===== src/rtl/beep_tone_gen_if.sv =====
// Buzzer back-end bundle: requested tone in, square wave and status out.
interface beep_tone_gen_if #(
  parameter int FREQ_W = 11,
  parameter int CNT_W  = 25
);
  logic [FREQ_W-1:0] frequency;
  logic              beep;
  logic              active;
  logic              busy;
  logic [CNT_W-1:0]  half_period;

  // Sequencer side: supplies the tone, observes the generator
  modport master (
    output frequency,
    input  beep,
    input  active,
    input  busy,
    input  half_period
  );

  // Generator side
  modport slave (
    input  frequency,
    output beep,
    output active,
    output busy,
    output half_period
  );
endinterface


===== src/rtl/beep_tone_gen.sv =====
// Buzzer tone generator: converts a frequency in Hz to a half-period count
// with a restoring divider, then toggles a 50%-duty square wave.
module beep_tone_gen #(
  parameter int CLK_HZ = 50_000_000,
  parameter int FREQ_W = 11,
  parameter int MIN_HZ = 20,
  parameter int CNT_W  = 25
) (
  input  logic           clk,
  input  logic           rst,
  beep_tone_gen_if.slave bus
);

  localparam int BC_W  = $clog2(CNT_W + 1);
  localparam int REM_W = FREQ_W + 1;
  localparam logic [CNT_W-1:0]  DIVIDEND = CNT_W'(CLK_HZ / 2);
  localparam logic [FREQ_W-1:0] MIN_F    = FREQ_W'(MIN_HZ);
  localparam logic [BC_W-1:0]   LAST_BIT = BC_W'(CNT_W - 1);

  if (longint'(CLK_HZ / 2) >= (longint'(1) << CNT_W)) begin : g_width_check
    $error("CLK_HZ/2 does not fit in CNT_W bits");
  end

  typedef enum logic [1:0] {IDLE, DIVIDE, LOAD} state_t;

  state_t             state_q, state_d;
  logic               latch_req;
  logic               req_silent, cur_silent, load_silent;
  logic [FREQ_W-1:0]  freq_req, freq_q;
  logic [CNT_W-1:0]   quo, quotient;
  logic [REM_W-1:0]   rem, rem_next;
  logic [REM_W:0]     rem_shift, rem_diff;
  logic               q_bit;
  logic [BC_W-1:0]    bit_cnt;
  logic [CNT_W-1:0]   counter, half_q;
  logic               beep_q, active_q;

  // State register
  always_ff @(posedge clk or posedge rst) begin
    if (rst) state_q <= IDLE;
    else     state_q <= state_d;
  end

  // Next-state logic; two silence codes are treated as the same request so
  // moving between them does not restart anything
  always_comb begin
    state_d    = state_q;
    latch_req  = 1'b0;
    req_silent = bus.frequency < MIN_F;
    cur_silent = freq_q < MIN_F;
    case (state_q)
      IDLE: begin
        if ((bus.frequency != freq_q) && !(req_silent && cur_silent)) begin
          latch_req = 1'b1;
          state_d   = req_silent ? LOAD : DIVIDE;
        end
      end
      DIVIDE:  if (bit_cnt == LAST_BIT) state_d = LOAD;
      LOAD:    state_d = IDLE;
      default: state_d = IDLE;
    endcase
  end

  // One restoring shift-subtract step; the borrow bit of the difference is
  // the inverted quotient bit
  always_comb begin
    rem_shift = {rem, quo[CNT_W-1]};
    rem_diff  = rem_shift - {2'b00, freq_req};
    q_bit     = ~rem_diff[REM_W];
    rem_next  = q_bit ? rem_diff[REM_W-1:0] : rem_shift[REM_W-1:0];
  end

  // Divider datapath: dividend shifts out of quo while quotient bits shift in
  always_ff @(posedge clk or posedge rst) begin
    if (rst) begin
      freq_req <= '0;
      quo      <= '0;
      rem      <= '0;
      bit_cnt  <= '0;
    end else if (latch_req) begin
      freq_req <= bus.frequency;
      quo      <= DIVIDEND;
      rem      <= '0;
      bit_cnt  <= '0;
    end else if (state_q == DIVIDE) begin
      quo     <= {quo[CNT_W-2:0], q_bit};
      rem     <= rem_next;
      bit_cnt <= bit_cnt + 1'b1;
    end
  end

  // Load-time values: zero quotient clamps to one
  always_comb begin
    load_silent = freq_req < MIN_F;
    quotient    = (quo == '0) ? CNT_W'(1) : quo;
  end

  // Tone generator and load of the new half-period; a tonal load keeps the
  // current beep level so the first half-cycle is never a runt
  always_ff @(posedge clk or posedge rst) begin
    if (rst) begin
      freq_q   <= '0;
      half_q   <= '0;
      counter  <= '0;
      active_q <= 1'b0;
      beep_q   <= 1'b0;
    end else if (state_q == LOAD) begin
      freq_q   <= freq_req;
      half_q   <= load_silent ? '0 : quotient;
      counter  <= '0;
      active_q <= !load_silent;
      if (load_silent) beep_q <= 1'b0;
    end else if (active_q) begin
      if (counter == half_q - 1'b1) begin
        counter <= '0;
        beep_q  <= ~beep_q;
      end else begin
        counter <= counter + 1'b1;
      end
    end else begin
      counter <= '0;
      beep_q  <= 1'b0;
    end
  end

  assign bus.beep        = beep_q;
  assign bus.active      = active_q;
  assign bus.busy        = (state_q != IDLE);
  assign bus.half_period = half_q;

endmodule


===== src/flat_wrapper.sv =====
// flat-port wrapper written by rule: the top's interface ports become plain ports
module beep_tone_gen_flat 
#(
  parameter int CLK_HZ = 50_000_000,
  parameter int FREQ_W = 11,
  parameter int MIN_HZ = 20,
  parameter int CNT_W  = 25
)
  (clk, rst, bus_frequency, bus_beep, bus_active, bus_busy, bus_half_period);
  beep_tone_gen_if #(.FREQ_W(FREQ_W), .CNT_W(CNT_W)) bus_i ();
  input  logic clk;
  input  logic rst;
  input wire logic [$bits(bus_i.frequency)-1:0] bus_frequency;
  output wire logic [$bits(bus_i.beep)-1:0] bus_beep;
  output wire logic [$bits(bus_i.active)-1:0] bus_active;
  output wire logic [$bits(bus_i.busy)-1:0] bus_busy;
  output wire logic [$bits(bus_i.half_period)-1:0] bus_half_period;
  assign bus_i.frequency = bus_frequency;
  assign bus_beep = bus_i.beep;
  assign bus_active = bus_i.active;
  assign bus_busy = bus_i.busy;
  assign bus_half_period = bus_i.half_period;
  beep_tone_gen #(.CLK_HZ(CLK_HZ), .FREQ_W(FREQ_W), .MIN_HZ(MIN_HZ), .CNT_W(CNT_W)) u_core (.clk(clk), .rst(rst), .bus(bus_i));
endmodule

===== config.mk =====
export PLATFORM = sky130hd
export DESIGN_NAME = beep_tone_gen_flat
export DESIGN_NICKNAME = d
export VERILOG_FILES = /design/src/rtl/beep_tone_gen_if.sv /design/src/rtl/beep_tone_gen.sv /design/src/flat_wrapper.sv
export SDC_FILE = /design/constraint.sdc
export NUM_CORES = 1
export LEC_CHECK = 0
export ABC_AREA = 0
export CORE_ASPECT_RATIO = 0.75
export CORE_MARGIN = 10
export CORE_UTILIZATION = 54
export DETAILED_ROUTE_END_ITERATION = 7
export PLACE_DENSITY = 0.76
export SETUP_SLACK_MARGIN = 0.3
export SLEW_MARGIN = 20
export SYNTH_ARGS = -nofsm -noshare
export SYNTH_HDL_FRONTEND = slang
export SYNTH_SLANG_ARGS = --single-unit
export TNS_END_PERCENT = 50

===== constraint.sdc =====
create_clock -name clk -period 9.4 [get_ports clk]
set_input_delay 1.88 -clock clk [delete_from_list [all_inputs] [get_ports clk]]
set_output_delay 1.88 -clock clk [all_outputs]
set_load 0.02 [all_outputs]

==> impl_metrics.prom <==
# TYPE chip_impl_metric gauge
chip_impl_info{name="run_status",value="complete, no violations"} 1
chip_impl_metric{name="die_h",unit="µm"} 114.7
chip_impl_info{name="worstSetupEndpointType",value="flip-flop"} 1
chip_impl_metric{name="final_min_period",unit="ps"} 3891
chip_impl_metric{name="num_rows",unit=""} 34
chip_impl_metric{name="numPortBuffers",unit=""} 40
chip_impl_metric{name="initial_antenna_violation_count",unit=""} 1
chip_impl_metric{name="die_w",unit="µm"} 146.2
chip_impl_metric{name="actual_transition_at_the_worst_max_transition_pin",unit="ps"} 1050
chip_impl_info{name="crit-reg2reg-launch",value="u_core.bus.half_period[7]"} 1
chip_impl_metric{name="drt_iter0_markers",unit=""} 462
chip_impl_metric{name="post-place-cells",unit=""} 862
chip_impl_metric{name="path_clk_slew",unit="ps"} 50
chip_impl_info{name="main_combinational_cell_family_by_area_after_synthesis",value="simple AND/OR/NAND/NOR gates"} 1
chip_impl_info{name="timing.critical_path.mode_cell",value="o21ai_0"} 1
chip_impl_metric{name="portion_of_synthesized_cell_area_occupied_by_the_leading_cell_type",unit="%"} 45.78
chip_impl_metric{name="htree_levels",unit=""} 4
chip_impl_metric{name="finalMaxSlewViolations",unit=""} 0
chip_impl_metric{name="report.final.setup_viol",unit=""} 0
chip_impl_metric{name="fin_tns_setup",unit="ps"} 0
chip_impl_metric{name="critical_path_required",unit="ps"} 9690
chip_impl_metric{name="worst_path_largest_cell_delay",unit="ps"} 510
chip_impl_metric{name="cp.arrival",unit="ps"} 4180
chip_impl_metric{name="io-pin-count",unit=""} 41
chip_impl_metric{name="synth_compound_area_share",unit="%"} 15.05
chip_impl_metric{name="max_cap_violations",unit=""} 0
chip_impl_metric{name="tritoncts.num_buffers",unit=""} 17
chip_impl_metric{name="synthDistinctLibCells",unit=""} 62
chip_impl_metric{name="design.die.area",unit="µm²"} 16760
chip_impl_metric{name="grt_overflow_total",unit=""} 0
chip_impl_metric{name="via_cell_ratio",unit=""} 5.998
chip_impl_metric{name="flip_flop_and_latch_count_after_synthesis",unit=""} 118
chip_impl_metric{name="worstRegToRegCells",unit=""} 8
chip_impl_metric{name="cts_post_setup_buffers_inserted",unit=""} 0
chip_impl_metric{name="powerDensity",unit="nW/µm²"} 338.0
chip_impl_info{name="crit_path_cell_trace",value="clkdlybuf4s50_1 -> xor2_1 -> nor4_1 -> nand3_1 -> o21ai_0 -> nor2_4 -> buf_4 -> o22a_1 -> o21ai_0"} 1
chip_impl_metric{name="grt_pass1_vias",unit=""} 5386
chip_impl_metric{name="ys_seq_area_share",unit="%"} 45.78
chip_impl_metric{name="flow.area_growth_from_synthesis",unit="%"} 17.32
chip_impl_metric{name="power.static_leakage",unit="nW"} 3.369
chip_impl_metric{name="synth-adder-area-share",unit="%"} 3.220
chip_impl_metric{name="place_area",unit="µm²"} 6984
chip_impl_info{name="synth.top_cells.by_area",value="dfrtp_1 46%, xor2_1 6.1%, nand2_1 5.7%"} 1
chip_impl_metric{name="synth_area",unit="µm²"} 6450
chip_impl_metric{name="floorplan.initialDensity",unit="%"} 55.33
chip_impl_metric{name="postRouteWirelength",unit="µm"} 16310
chip_impl_info{name="synth_flop_cell",value="dfrtp_1"} 1
chip_impl_metric{name="total_nets_after_synthesis",unit=""} 713
chip_impl_metric{name="async_set_or_reset_register_ratio_after_synthesis",unit="%"} 100.0
chip_impl_metric{name="drc",unit=""} 0
chip_impl_metric{name="synthMuxAreaShare",unit="%"} 2.076
chip_impl_metric{name="synth_warnings",unit=""} 0
chip_impl_info{name="synth_top_area_cell",value="dfrtp_1"} 1
chip_impl_info{name="hold_path_class",value="flip-flop to flip-flop"} 1
chip_impl_metric{name="wl_per_cell",unit="µm"} 18.22
chip_impl_metric{name="via_count",unit=""} 5368
chip_impl_metric{name="cts_hold_repair.buffers",unit=""} 0
chip_impl_metric{name="worst_hold_slack",unit="ps"} 504.8
chip_impl_info{name="final_common_cell",value="dfrtp_1"} 1
chip_impl_metric{name="slew_headroom",unit="%"} 29.33
chip_impl_info{name="rsz0062_at_grt",value="no"} 1
chip_impl_metric{name="timing_hold_violations_final",unit=""} 0
chip_impl_metric{name="clkLatencyLatePin",unit="ps"} 420
chip_impl_metric{name="final_nets",unit=""} 748
chip_impl_info{name="critical-path-slowest-cell",value="clkdlybuf4s50_1"} 1
chip_impl_info{name="critical-path-top-delay-family",value="buffers and inverters"} 1
chip_impl_metric{name="critical_path_peak_fanout",unit=""} 42
chip_impl_metric{name="syn-instance-count",unit=""} 684
chip_impl_metric{name="synth-xor-area-share",unit="%"} 10.05
chip_impl_metric{name="synthSimpleGateAreaFrac",unit="%"} 20.31
chip_impl_metric{name="post_synth_edffs",unit=""} 0
chip_impl_metric{name="regToRegSetupSlack",unit="ps"} 5540
chip_impl_info{name="worstHoldStart",value="u_core.state_q[1]"} 1
chip_impl_info{name="clock-root-buffer",value="clkbuf_16"} 1
chip_impl_metric{name="cts.sinks",unit=""} 118
chip_impl_metric{name="core_area",unit="µm²"} 11660
chip_impl_info{name="hold_path_end",value="u_core.state_q[1]"} 1
chip_impl_metric{name="antenna_violating_nets_post_route",unit=""} 0
chip_impl_metric{name="syn_avg_cell_area",unit="µm²"} 9.430
chip_impl_metric{name="share_of_the_core_filled_with_cells_in_the_final_layout",unit="%"} 64.92
chip_impl_metric{name="gp_congestion",unit=""} 0.9100
chip_impl_info{name="clock_tree_from_tritoncts",value="yes"} 1
chip_impl_metric{name="post_route_cells_drive_above_1_share",unit="%"} 7.240
chip_impl_info{name="critical_path.reg2reg.endpoint",value="u_core.counter[8]"} 1
chip_impl_metric{name="detailedRoute.firstPassIterationCount",unit=""} 8
chip_impl_info{name="worstSetupPathType",value="input pin to flip-flop"} 1
chip_impl_metric{name="maxClockFrequency",unit="MHz"} 257.0
chip_impl_metric{name="hold_depth",unit=""} 1
chip_impl_info{name="critical_path_launch_point",value="bus_frequency[0]"} 1
chip_impl_metric{name="cts_repair_resize_count",unit=""} 0
chip_impl_metric{name="layout.cell_area.non_filler",unit="µm²"} 7567
chip_impl_metric{name="grt_pass1_wl",unit="µm"} 27370
chip_impl_info{name="most-common-layout-cells",value="118 x dfrtp_1, 98 x nand2_1, 61 x o21ai_0, 45 x xor2_1, 40 x clkdlybuf4s50_1"} 1
chip_impl_info{name="startpoint_type",value="input pin"} 1
chip_impl_metric{name="cts_buffer_depth",unit=""} 2
chip_impl_metric{name="crit_buf_inv",unit=""} 2
chip_impl_metric{name="grt_util_all_layers",unit="%"} 19.78
chip_impl_metric{name="fin_worst_skew",unit="ps"} 8.024
chip_impl_metric{name="post-dp-hpwl",unit="µm"} 11380
chip_impl_metric{name="non_filler_instance_count_after_layout",unit=""} 895
chip_impl_metric{name="final_min_period_over_clock_period",unit="%"} 41.39
chip_impl_metric{name="grt_start_max_net_pins",unit=""} 71
chip_impl_metric{name="vdd.ir_drop.worst",unit="mV"} 0.1640
[layer usage]
metal | part of all wire (%) | GRT usage (%) | up-vias
li1 | - | - | 2529
met1 | 47 | 26.33 | 2654
met2 | 46 | 31.13 | 157
met3 | 6.1 | 4.976 | 28
met4 | 1.4 | 6.387 | 0
met5 | 0 | 0 | -
[Yosys cell counts, types with 10 or more instances]
master    number
a22o_1        24
clkbuf_1      25
dfrtp_1      118
ha_1          15
inv_1         22
mux2i_1       10
nand2_1       98
nand3_1       17
nand4_1       10
nor2_1        33
nor2b_1       11
nor3_1        36
nor4_1        16
o21ai_0       61
xnor2_1       29
xor2_1        45
[layout make-up]
| type | count | area, µm² |
|---|---|---|
| sequential | 118 | 2953 |
| clock buffer | 21 | 480.5 |
| multi-input combinational | 512 | 3283 |
| antenna | 1 | 2.502 |
| tap | 162 | 202.7 |
| inverter | 22 | 85.08 |
| clock inverter | 11 | 100.1 |
| fill | 968 | 4089 |
| timing repair buffer | 48 | 460.4 |
[through the flow]
stage | setup slack (ps) | total power [mW]
6_report | 5509 | 2.558
5_1_grt | 5349 | 2.733
4_1_cts | 5538 | 2.555
3_5_place_dp | 5115 | 1.915
3_3_place_gp | 5185 | 1.840
2_1_floorplan | 4391 | 1.628
[state kept, by name, indices dropped and copies added (netlist names)]
name / flops
u_core.bus.active: 1
u_core.state_q: 2
u_core.bus.half_period: 25
u_core.quo: 25
u_core.counter: 25
u_core.bus.beep: 1
u_core.freq_q: 11
u_core.freq_req: 11
u_core.rem: 12
u_core.bit_cnt: 5
[power by group]
| group | switching, mW | leakage [nW] | internal, mW | total [mW] |
|---|---|---|---|---|
| clock network | 0.233 | 0.273 | 0.390 | 0.623 |
| logic | 0.646 | 1.54 | 0.501 | 1.15 |
| registers | 0.141 | 1.56 | 0.647 | 0.788 |
[worst reg2reg max path, delay by kind of cell, from the launching register on]
kind	cells	cell delay (ps)
AND/OR/NAND/NOR	6	2700
XOR/XNOR	1	180
buffers and inverters	1	330
flip-flops	1	490
[kinds of logic after synthesis]
family	Yosys count
fa+ha+maj	16
compound gates	145
simple gates	264
mux	13
buf+inv	54
xor+xnor	74
flops	118
[how the worst max path moves through the flow]
stage                         to  slack [ps]  depth (start not counted)
4_1_cts            u_core.rem[9]        5540                          9
2_1_floorplan  u_core.bit_cnt[0]        4390                          1
3_3_place_gp      u_core.rem[11]        5180                          9
5_1_grt        u_core.counter[8]        5350                          8
6_report           u_core.rem[9]        5510                          9
3_5_place_dp      u_core.rem[11]        5120                          9
(Power assumes the default switching activity.)
